===== src/rtl/mole_round_ctrl.sv =====
// mole_round_ctrl: whack-a-mole round sequencer.
// Picks a hole from an 8-bit Galois LFSR, lights it, arms the interval timer,
// and resolves each round as a hit or a miss while tracking score and misses.
// Optional feature macro: MOLE_CTRL_NO_REPEAT_EN (no hole repeats across rounds).
module mole_round_ctrl #(
  parameter int NUM_HOLES      = 8,
  parameter int ROUNDS         = 16,
  parameter int START_INTERVAL = 5,
  parameter int MIN_INTERVAL   = 1
) (
  input  logic                 clk,
  input  logic                 rst,
  input  logic                 start,
  input  logic [NUM_HOLES-1:0] hit,
  input  logic                 tmr_timeout,
  output logic [2:0]           tmr_interval,
  output logic                 tmr_dir,
  output logic                 tmr_restart,
  output logic [NUM_HOLES-1:0] mole,
  output logic [7:0]           score,
  output logic [7:0]           misses,
  output logic [7:0]           round_idx,
  output logic                 busy,
  output logic                 done
);

  localparam int HW = (NUM_HOLES > 2) ? $clog2(NUM_HOLES) : 1;

  localparam logic [2:0] ST_IDLE   = 3'd0;
  localparam logic [2:0] ST_ARM    = 3'd1;
  localparam logic [2:0] ST_SHOW   = 3'd2;
  localparam logic [2:0] ST_RESULT = 3'd3;
  localparam logic [2:0] ST_DONE   = 3'd4;

  logic [2:0]           state_reg, state_next;
  logic [7:0]           lfsr_reg, lfsr_next;
  logic [HW-1:0]        hole_reg, hole_next, hole_pick;
  logic [1:0]           show_cnt_reg, show_cnt_next;
  logic [7:0]           score_reg, score_next;
  logic [7:0]           misses_reg, misses_next;
  logic [7:0]           round_reg, round_next;
  logic [2:0]           interval_reg, interval_next;
  logic [NUM_HOLES-1:0] mole_reg, mole_next;
  logic                 restart_reg, busy_reg, done_reg;
  logic                 hit_mole, hit_any;

  // Right-shifting Galois form of x^8+x^6+x^5+x^4+1 (tap mask 0xB8)
  assign lfsr_next = {1'b0, lfsr_reg[7:1]} ^ (lfsr_reg[0] ? 8'hB8 : 8'h00);

`ifdef MOLE_CTRL_NO_REPEAT_EN
  logic [HW-1:0] prev_hole_reg;

  // Bump to the neighbouring hole (wrapping) when the raw pick repeats
  always_comb begin
    hole_pick = lfsr_reg[HW-1:0];
    if (hole_pick == prev_hole_reg) hole_pick = hole_pick + 1'b1;
  end

  // Previous-hole memory survives start; only reset clears it
  always_ff @(posedge clk) begin
    if (rst)                    prev_hole_reg <= '0;
    else if (state_reg == ST_ARM) prev_hole_reg <= hole_pick;
  end
`else
  assign hole_pick = lfsr_reg[HW-1:0];
`endif

  assign hit_mole = |(hit & mole_reg);
  assign hit_any  = |hit;

  // Next-state and datapath update; outputs are derived from state_next so they register cleanly
  always_comb begin
    state_next    = state_reg;
    hole_next     = hole_reg;
    show_cnt_next = show_cnt_reg;
    score_next    = score_reg;
    misses_next   = misses_reg;
    round_next    = round_reg;
    interval_next = interval_reg;
    case (state_reg)
      ST_IDLE: begin
        if (start) begin
          score_next    = 8'd0;
          misses_next   = 8'd0;
          round_next    = 8'd0;
          interval_next = 3'(START_INTERVAL);
          state_next    = ST_ARM;
        end
      end
      ST_ARM: begin
        hole_next     = hole_pick;
        show_cnt_next = 2'd0;
        state_next    = ST_SHOW;
      end
      ST_SHOW: begin
        // Counter saturates at 2: that is all the timeout blanking needs
        if (show_cnt_reg != 2'd2) show_cnt_next = show_cnt_reg + 2'd1;
        if (hit_mole) begin
          if (score_reg != 8'hFF) score_next = score_reg + 8'd1;
          if (interval_reg != 3'(MIN_INTERVAL)) interval_next = interval_reg - 3'd1;
          state_next = ST_RESULT;
        end else if (hit_any) begin
          if (misses_reg != 8'hFF) misses_next = misses_reg + 8'd1;
          state_next = ST_RESULT;
        end else if (tmr_timeout && (show_cnt_reg == 2'd2)) begin
          if (misses_reg != 8'hFF) misses_next = misses_reg + 8'd1;
          state_next = ST_RESULT;
        end
      end
      ST_RESULT: begin
        if (round_reg == 8'(ROUNDS - 1)) begin
          state_next = ST_DONE;
        end else begin
          round_next = round_reg + 8'd1;
          state_next = ST_ARM;
        end
      end
      ST_DONE: state_next = ST_IDLE;
      default: state_next = ST_IDLE;
    endcase
    mole_next = (state_next == ST_SHOW) ? (NUM_HOLES'(1) << hole_next) : '0;
  end

  // State and registered outputs; the LFSR free-runs so start timing adds entropy
  always_ff @(posedge clk) begin
    if (rst) begin
      state_reg    <= ST_IDLE;
      lfsr_reg     <= 8'hA5;
      hole_reg     <= '0;
      show_cnt_reg <= 2'd0;
      score_reg    <= 8'd0;
      misses_reg   <= 8'd0;
      round_reg    <= 8'd0;
      interval_reg <= 3'(START_INTERVAL);
      mole_reg     <= '0;
      restart_reg  <= 1'b1;
      busy_reg     <= 1'b0;
      done_reg     <= 1'b0;
    end else begin
      state_reg    <= state_next;
      lfsr_reg     <= lfsr_next;
      hole_reg     <= hole_next;
      show_cnt_reg <= show_cnt_next;
      score_reg    <= score_next;
      misses_reg   <= misses_next;
      round_reg    <= round_next;
      interval_reg <= interval_next;
      mole_reg     <= mole_next;
      restart_reg  <= !((state_next == ST_SHOW) || (state_next == ST_RESULT));
      busy_reg     <= (state_next != ST_IDLE);
      done_reg     <= (state_next == ST_DONE);
    end
  end

  assign tmr_interval = interval_reg;
  assign tmr_dir      = 1'b0;
  assign tmr_restart  = restart_reg;
  assign mole         = mole_reg;
  assign score        = score_reg;
  assign misses       = misses_reg;
  assign round_idx    = round_reg;
  assign busy         = busy_reg;
  assign done         = done_reg;

endmodule


===== config.mk =====
export PLATFORM = sky130hd
export DESIGN_NAME = mole_round_ctrl
export DESIGN_NICKNAME = d
export VERILOG_FILES = /design/src/rtl/mole_round_ctrl.sv
export SDC_FILE = /design/constraint.sdc
export NUM_CORES = 1
export LEC_CHECK = 0
export ABC_AREA = 1
export CORE_AREA = 5 5 64 89
export CTS_BUF_LIST = sky130_fd_sc_hd__clkbuf_4 sky130_fd_sc_hd__clkbuf_8
export DETAILED_ROUTE_END_ITERATION = 16
export DIE_AREA = 0 0 69 94
export PLACE_DENSITY = 0.91
export SYNTH_ARGS = -nofsm -noshare
export SYNTH_HDL_FRONTEND = slang
export SYNTH_SLANG_ARGS = --single-unit

===== constraint.sdc =====
create_clock -name clk -period 3.95 [get_ports clk]
set_clock_uncertainty 0.05 [all_clocks]
set_input_delay 0.395 -clock clk [delete_from_list [all_inputs] [get_ports clk]]
set_output_delay 0.395 -clock clk [all_outputs]
set_load 0.01 [all_outputs]

Word level (Yosys, flattened, before mapping)
Cells that the tools add are included.
{"block": "word_totals", "reg_bits": 54, "input_bits": 12, "output_inout_bits": 39, "wordCells": 82}
{"block": "classes", "addsub": 5, "eq_ne": 20, "n_shift": 1, "n_mux": 25, "bitwise": 3, "n_reduce_logical": 16}
{"op": "$mux 8", "count": 9}
{"op": "$pmux 8 s2", "count": 3}
{"op": "$mux 3", "count": 9}
{"op": "$add 8x1->8 const B", "count": 3}
{"op": "$ne 2x2->1 const B", "count": 8}
{"op": "$ne 8x8->1 const B", "count": 2}
{"op": "$reduce_or 8->1", "count": 2}
{"op": "$eq 3x2->1 const B", "count": 4}
{"op": "$pmux 3 s4", "count": 1}
{"op": "$reduce_and 4->1", "count": 3}
{"op": "$and 8x8->8", "count": 1}
{"op": "$eq 8x4->1 const B", "count": 1}
{"op": "$shl 1x3->8 const A", "count": 1}
{"op": "$xor 7x8->8", "count": 1}
{"op": "$pmux 3 s2", "count": 1}
{"op": "$reduce_bool 2->1", "count": 3}
{"op": "$pmux 2 s2", "count": 1}
{"op": "$eq 3x1->1 const B", "count": 1}
{"op": "$eq 3x3->1 const B", "count": 1}
{"op": "$logic_not 3->1", "count": 1}
{"op": "$ne 3x1->1 const B", "count": 1}
{"op": "$ne 3x3->1 const B", "count": 1}
{"op": "$reduce_and 3->1", "count": 1}
{"op": "$reduce_bool 3->1", "count": 1}
{"op": "10 further kinds", "count": 10}

Logic depth before layout (Yosys ltp)
{"block": "depth", "ltp_word": 9, "depth_mapped": 11, "mapped_depth_nobuf": 11}

Worst setup path after synthesis
OpenSTA, ideal clock, no wires.
{"block": "synth_path", "path_type": "register to register", "from": "register round_reg[0], in the netlist round_idx[0]", "to": "register mole_reg[0], in the netlist mole[0]", "setup_ns": 0.064, "arrival_time_ns": 1.383, "setup_slack_ns": 2.453, "stages_incl_launch_ff": 10, "n_path_buf": 0, "synth_period_minus_slack_ns": 1.497, "cell_sequence": "dfxtp_1 > ha_1 > nand3_1 > nor2_1 > nand2_2 > nand2_2 > nand2_2 > nor2_4 > nand2_2 > nor2_1"}
{"block": "synth_via", "elab_chain_cells": 6}
{"item": "start: declaration", "line_no": "41", "text": "logic [7:0] round_reg, round_next;"}
{"item": "start signal: assignment", "line_no": "146", "text": "round_reg <= round_next;"}
{"item": "$eq 8x4->1", "line_no": "111", "text": "if (round_reg == 8'(ROUNDS - 1)) begin"}
{"item": "$mux 3", "line_no": "111"}
{"item": "$pmux 3 s4", "line_no": "80", "text": "case (state_reg)"}
{"item": "$eq 3x2->1", "line_no": "121", "text": "mole_next = (state_next == ST_SHOW) ? (NUM_HOLES'(1) << hole_next) : '0;"}
{"item": "$not 1->1 (no line)"}
{"item": "$reduce_or 2->1 (no line)"}
{"item": "end signal: assignment", "line_no": "148", "text": "mole_reg <= mole_next;"}
{"item": "end: declaration", "line_no": "43", "text": "logic [NUM_HOLES-1:0] mole_reg, mole_next;"}
No other way between the ends.
A chain may end at the register's enable or synchronous reset.

Final worst setup path
{"block": "layout_path", "from": "input port rst", "to": "register mole_reg[6], in the netlist mole[6]"}
{"block": "layout_via", "elab_chain_cells": 1}
{"item": "start: declaration", "line_no": "12", "text": "input logic rst,"}
{"item": "$reduce_or 2->1 (no line)"}
No other way between the ends.

==> impl_metrics.py <==
metrics = {
    "grt": {
        "grt_util_met1": 0.214,
        "grt_util_met2": 0.367,
        "grt_pass1_vias": 2455,
        "busiest_layer": "met2",
        "grt_start_max_net_pins": 33,
        "antenna_found_initial": 0,
        "grt_use_met3": 0.0375,
        "grt.overflow.total": 0,
        "grt_pass1_wl_um": 10700,
        "grt.total_usage": 0.197,
    },
    "route": {
        "vias_per_cell": 5.20,
        "firstDrtPassIters": 4,
        "drc_errors": 0,
        "final_antenna_net_count": 0,
        "drt-wirelength-per-cell_um": 12.6,
        "drtIter0Drc": 84,
        "num_vias": 2512,
        "wirelength_um": 6090,
    },
    "yosys": {
        "synth-async-reset-ratio": 0,
        "syn_inst": 366,
        "netlist_top_cells_count": "nand2_1, nor2_1, dfxtp_1",
        "synthFlopType": "dfxtp_1",
        "synth.cell_area_um2": 2610,
        "synth_top_area_share": 0.415,
        "synth-seq-cells": 54,
        "yosysSeqAreaShare": 0.415,
        "synth-warning-count": 0,
        "synth_nets": 384,
        "synth.largest_area_cell": "dfxtp_1",
        "synth_area_per_cell_um2": 7.12,
        "synth_area_leaders": "dfxtp_1, nand2_1, nor2_1",
        "synth.distinct_cells": 35,
        "yosysMostFrequentCell": "nand2_1",
        "synth-edff-count": 0,
    },
    "finish": {
        "drive_above_1_share": 0.100,
        "fillers": 421,
        "finalNetCount": 436,
        "antenna_cells": 0,
        "syn2layout_area_growth_pct": 25.1,
        "final_util": 0.679,
    },
    "setup_path": {
        "path_class": "input pin to flop",
        "rrSetupSlack_ps": 2200,
        "crit_slowest_cell": "clkdlybuf4s50_1",
        "worst_ep_required_time_ps": 4110,
        "crit_fanout": 32,
        "r2r_cells": 9,
        "cp-start-kind": "input pin",
        "crit_chain": "clkdlybuf4s50_1 -> buf_4 -> clkinv_1 -> nand2_1 -> nor2_4 -> nand2_2 -> nor2_1",
        "critPathArrivalTime_ps": 2000,
        "cp_slowest_stage_delay_ps": 480,
        "end_kind": "flop",
    },
    "status": {
        "outcome": "completed",
    },
    "clocking": {
        "post-cts-setup-buffers": 0,
        "cts_buffer_depth": 2,
        "cts_tree": "yes",
        "cts_resized": 0,
        "cts_hold_buffers": 0,
        "clk_latency_ps": 310,
        "cts-buffers-inserted": 5,
        "clock_sinks": 54,
        "root_buffer": "clkbuf_8",
        "path_clk_slew_ps": 100,
        "htreeDepth": 2,
    },
    "floorplanning": {
        "row_count": 30,
        "die_w_um": 69,
        "die-area_um2": 6490,
        "fp.dieH_um": 94,
        "start_util": 0.543,
        "io_pins": 51,
        "coreArea_um2": 4800,
    },
    "place": {
        "dp_hpwl_um": 4470,
        "io_buffers": 49,
        "gp_congestion": 0.899,
    },
    "hold_path": {
        "hp-class": "flop to flop",
        "hold_depth": 2,
    },
    "flow_run": {
        "cap_violations": 0,
    },
    "timing": {
        "fmax_mhz": 544,
        "rsz0062_at_grt": "no",
        "maxSlewViolCount": 0,
        "hold_viol": 0,
        "finalCritPeriodShare": 0.465,
        "setup_viol": 0,
        "setup_tns_ps": 0,
        "final_period_minus_worst_setup_slack_ps": 1840,
    },
    "power_and_ir_drop": {
        "power_w": 0.00120,
        "leakage_nw": 1.34,
        "p_per_area_nw_per_um2": 368,
        "ir_drop_mv": 0.268,
    },
}
==> per-stage QoR <==
stage               hold WS (ps)  cells  worst slack (ps)  area (µm²)
global route                 369    483              1980        3260
CTS                          374    483              2100        3260
detailed placement           347    475              1800        3160
finish                       370    483              2110        3260
floorplan                    338    366              2450        2610
global placement             348    475              1890        3160
==> worst paths after layout <==
check | from | endpoint
worst min register to register | lfsr_reg[7]$_SDFF_PP1_ | lfsr_reg[6]$_SDFF_PP0_
worst max register to register | round_idx[0]$_SDFFE_PP0P_ | mole[6]$_SDFF_PP0_
worst min-delay path | lfsr_reg[7]$_SDFF_PP1_ | lfsr_reg[6]$_SDFF_PP0_
worst max-delay path | rst | mole[6]$_SDFF_PP0_
==> per-layer routing <==
metal	wire, µm	vias to the layer above
met3	254	11
li1	-	1263
met4	114	0
met1	2470	1156
met2	3260	82
met5	0	-
==> cells in the final DEF, fill, tap and decap left out, types with 8 or more instances in the layout <==
cell and n:
nand2_2 9, dfxtp_1 54, a21oi_1 26, inv_1 31, clkdlybuf4s50_1 49, nor2_1 58
nand3_1 24, inv_2 8, nand2_1 93
==> critical path: cells and delay by family <==
family | cells | cell delay (ps)
buf+inv | 3 | 1140
simple gates | 4 | 450
==> power by group <==
part / internal, W / leakage, nW / switching, W
clock: 0.000145 / 0.0514 / 0.000185
sequential: 0.000578 / 0.441 / 0.0000259
combinational: 0.000103 / 0.843 / 0.000162
==> kinds of logic (layout without fill, tap and decap cells) <==
| family | Yosys count | count (layout) | share of synthesized area |
|---|---|---|---|
| AOI/OAI and AO/OA | 41 | 41 | 0.0893 |
| xor gates and xnor gates | 11 | 11 | 0.0369 |
| adders and majority gates | 6 | 6 | 0.0288 |
| buffers and inverters | 45 | 98 | 0.0667 |
| DFF | 54 | 54 | 0.415 |
| other | 1 | 1 | 0.00144 |
| and+or+nand+nor | 208 | 208 | 0.362 |
==> area by class of cell <==
class,instances,area (µm²),area share
tap,64,80.1,0.0245
timing repair buffer,50,498,0.153
clock buffer,6,82.6,0.0253
sequential,54,1080,0.331
clock inverter,2,17.5,0.00537
multi-input combinational,267,1350,0.415
inverter,40,150,0.0460
(Power assumes the default switching activity.)
==> RTL change: new RTL, same flow settings <==
`NUM_HOLES`: 8 -> 16.
--- a/src/rtl/mole_round_ctrl.sv
+++ b/src/rtl/mole_round_ctrl.sv
@@ -5,3 +5,3 @@
 module mole_round_ctrl #(
-  parameter int NUM_HOLES      = 8,
+  parameter int NUM_HOLES      = 16,
   parameter int ROUNDS         = 16,
Ports: changed (resized hit and mole); port bits go from 51 to 67. No check against the original RTL was run, so the function may have changed too.
==> RTL change against the original RTL <==
- sequential cell count is 9 higher
- maximum frequency is 11% lower
- total power rose by 30%
- area after synthesis rose by 13%
- final area rose by 17%
- setup slack got worse by 230 ps
- critical endpoint is now misses[2]
- cell count is 11% higher
- register-to-register slack got worse by 320 ps
- wire length rose by 20%
==> RTL change: results (changes against the original RTL) <==
| Metric | Value |
|---|---|
| Number of post-CTS setup repair buffers | 0 (unchanged) |
| Fin crit share | 52.4% (+5.8 points) |
| Number of nets in the synthesized netlist | 426 (+11%) |
| Average via count per standard cell | 5.37 (+3.2%) |
| Cts bufs inserted | 9 (+4) |
| Detail-routed net length per standard cell | 13.6 µm (+7.6%) |
| Average instance area after synthesis | 7.37 µm² (+3.4%) |
| Number of vias after detailed routing | 2882 (+15%) |
| Nets@finish | 494 (+13%) |
| Maximum number of pins on one net before global-route repair | 22 (-33%) |
| Clk_lat worst skew | 350 ps (+40 ps) |
| Max Root-Sink Buffers | 2 (unchanged) |
| Share of the yosys chip area belonging to registers | 42.8% (+1.3 points) |
| Worst supply voltage drop on vdd | 0.264 mV (-1.5%) |
| Fraction of final layout cells with drive strength greater than 1 | 10.4% (+0.34 points) |
| Number of inserted diodes | 0 (unchanged) |
| Vias in the first global route | 2748 (+12%) |
| Number of distinct library cells after synthesis | 40 (+14%) |
| Placed cell count | 521 (+9.7%) |
| Global placement routability congestion | 0.863 (-4.0%) |
| Top fanout value on the critical path | 21 (-34%) |
| First-iteration detailed-routing DRC count | 142 (+69%) |
| Clock transition time at the flip-flop clock pins of the worst setup and hold paths | 60 ps (-40 ps) |
| Total track usage | 24.0% (+4.3 points) |
| Post-detail-place hpwl | 5370 µm (+20%) |
| Largest cells by area after synthesis | dfxtp_1, nand2_1, nor2_1 |
| First-pass GRT wire length | 12400 µm (+16%) |
| Status | finished, final reports clean |
| Type of the most critical hold path | flip-flop to flip-flop |
| H-tree depth reported by CTS | 3 (+1) |
| Cell leakage power | 1.60 nW (+19%) |
| Count of input and output buffers | 65 (+33%) |
| Most frequent cells after synthesis | nand2_1, nor2_1, dfxtp_1 |
## RTL change: metal layers
| layer | wire [µm] | GRT usage [%] | up-vias |
|---|---|---|---|
| li1 | - | - | 1417 |
| met1 | 2820 | 25.3 | 1339 |
| met2 | 3750 | 42.4 | 108 |
| met3 | 520 | 8.03 | 18 |
| met4 | 189 | 11.9 | 0 |
| met5 | 0 | 0 | - |
## RTL change: cell families (layout without fill, tap and decap cells)
group | Yosys count | after routing | synth area share (%)
compound gates | 47 | 47 | 10.1
xor+xnor | 9 | 9 | 2.68
fa+ha+maj | 6 | 6 | 2.55
buf+inv | 47 | 120 | 6.67
flops | 63 | 63 | 42.8
mux | 1 | 1 | 0.340
other cells | 1 | 1 | 0.127
simple gates | 226 | 226 | 34.7
## RTL change: final timing paths
path | start | endpoint | slack (ps) | depth (start not counted)
min | lfsr_reg[7] | lfsr_reg[6] | 370 | 2
max | state_reg[1] | misses[2] | 1880 | 5
max reg2reg | state_reg[1] | misses[2] | 1880 | 5
min reg2reg | lfsr_reg[7] | lfsr_reg[6] | 370 | 2
## RTL change: area by class of cell
type | instances | area, µm²
clock buffer | 12 | 153
tap | 64 | 80.1
clock inverter | 4 | 45.0
sequential | 63 | 1260
multi-input combinational | 290 | 1490
timing repair buffer | 66 | 658
fill | 339 | 975
inverter | 38 | 144
## RTL change: worst max-delay path, stage by stage (launching register included)
cell     delay (ps)
dfxtp_1         430
nand3_2         410
inv_2           330
nand4_1         390
nand3_1         210
a21oi_1          90
## RTL change: per-stage QoR
stage | setup slack, ps | hold slack (ps) | area (µm²) | util (%)
finish | 1880 | 366 | 3830 | 79.7
global route | 1750 | 396 | 3830 | 79.7
CTS | 1940 | 368 | 3830 | 79.7
detailed placement | 1720 | 354 | 3630 | 75.6
global placement | 1800 | 357 | 3630 | 75.6
floorplan | 2350 | 338 | 2950 | -
## RTL change: power breakdown
part	internal, mW	switching, mW	total, mW	leakage [nW]
sequential	0.670	0.0270	0.697	0.513
clock	0.319	0.234	0.554	0.107
combinational	0.122	0.183	0.304	0.975
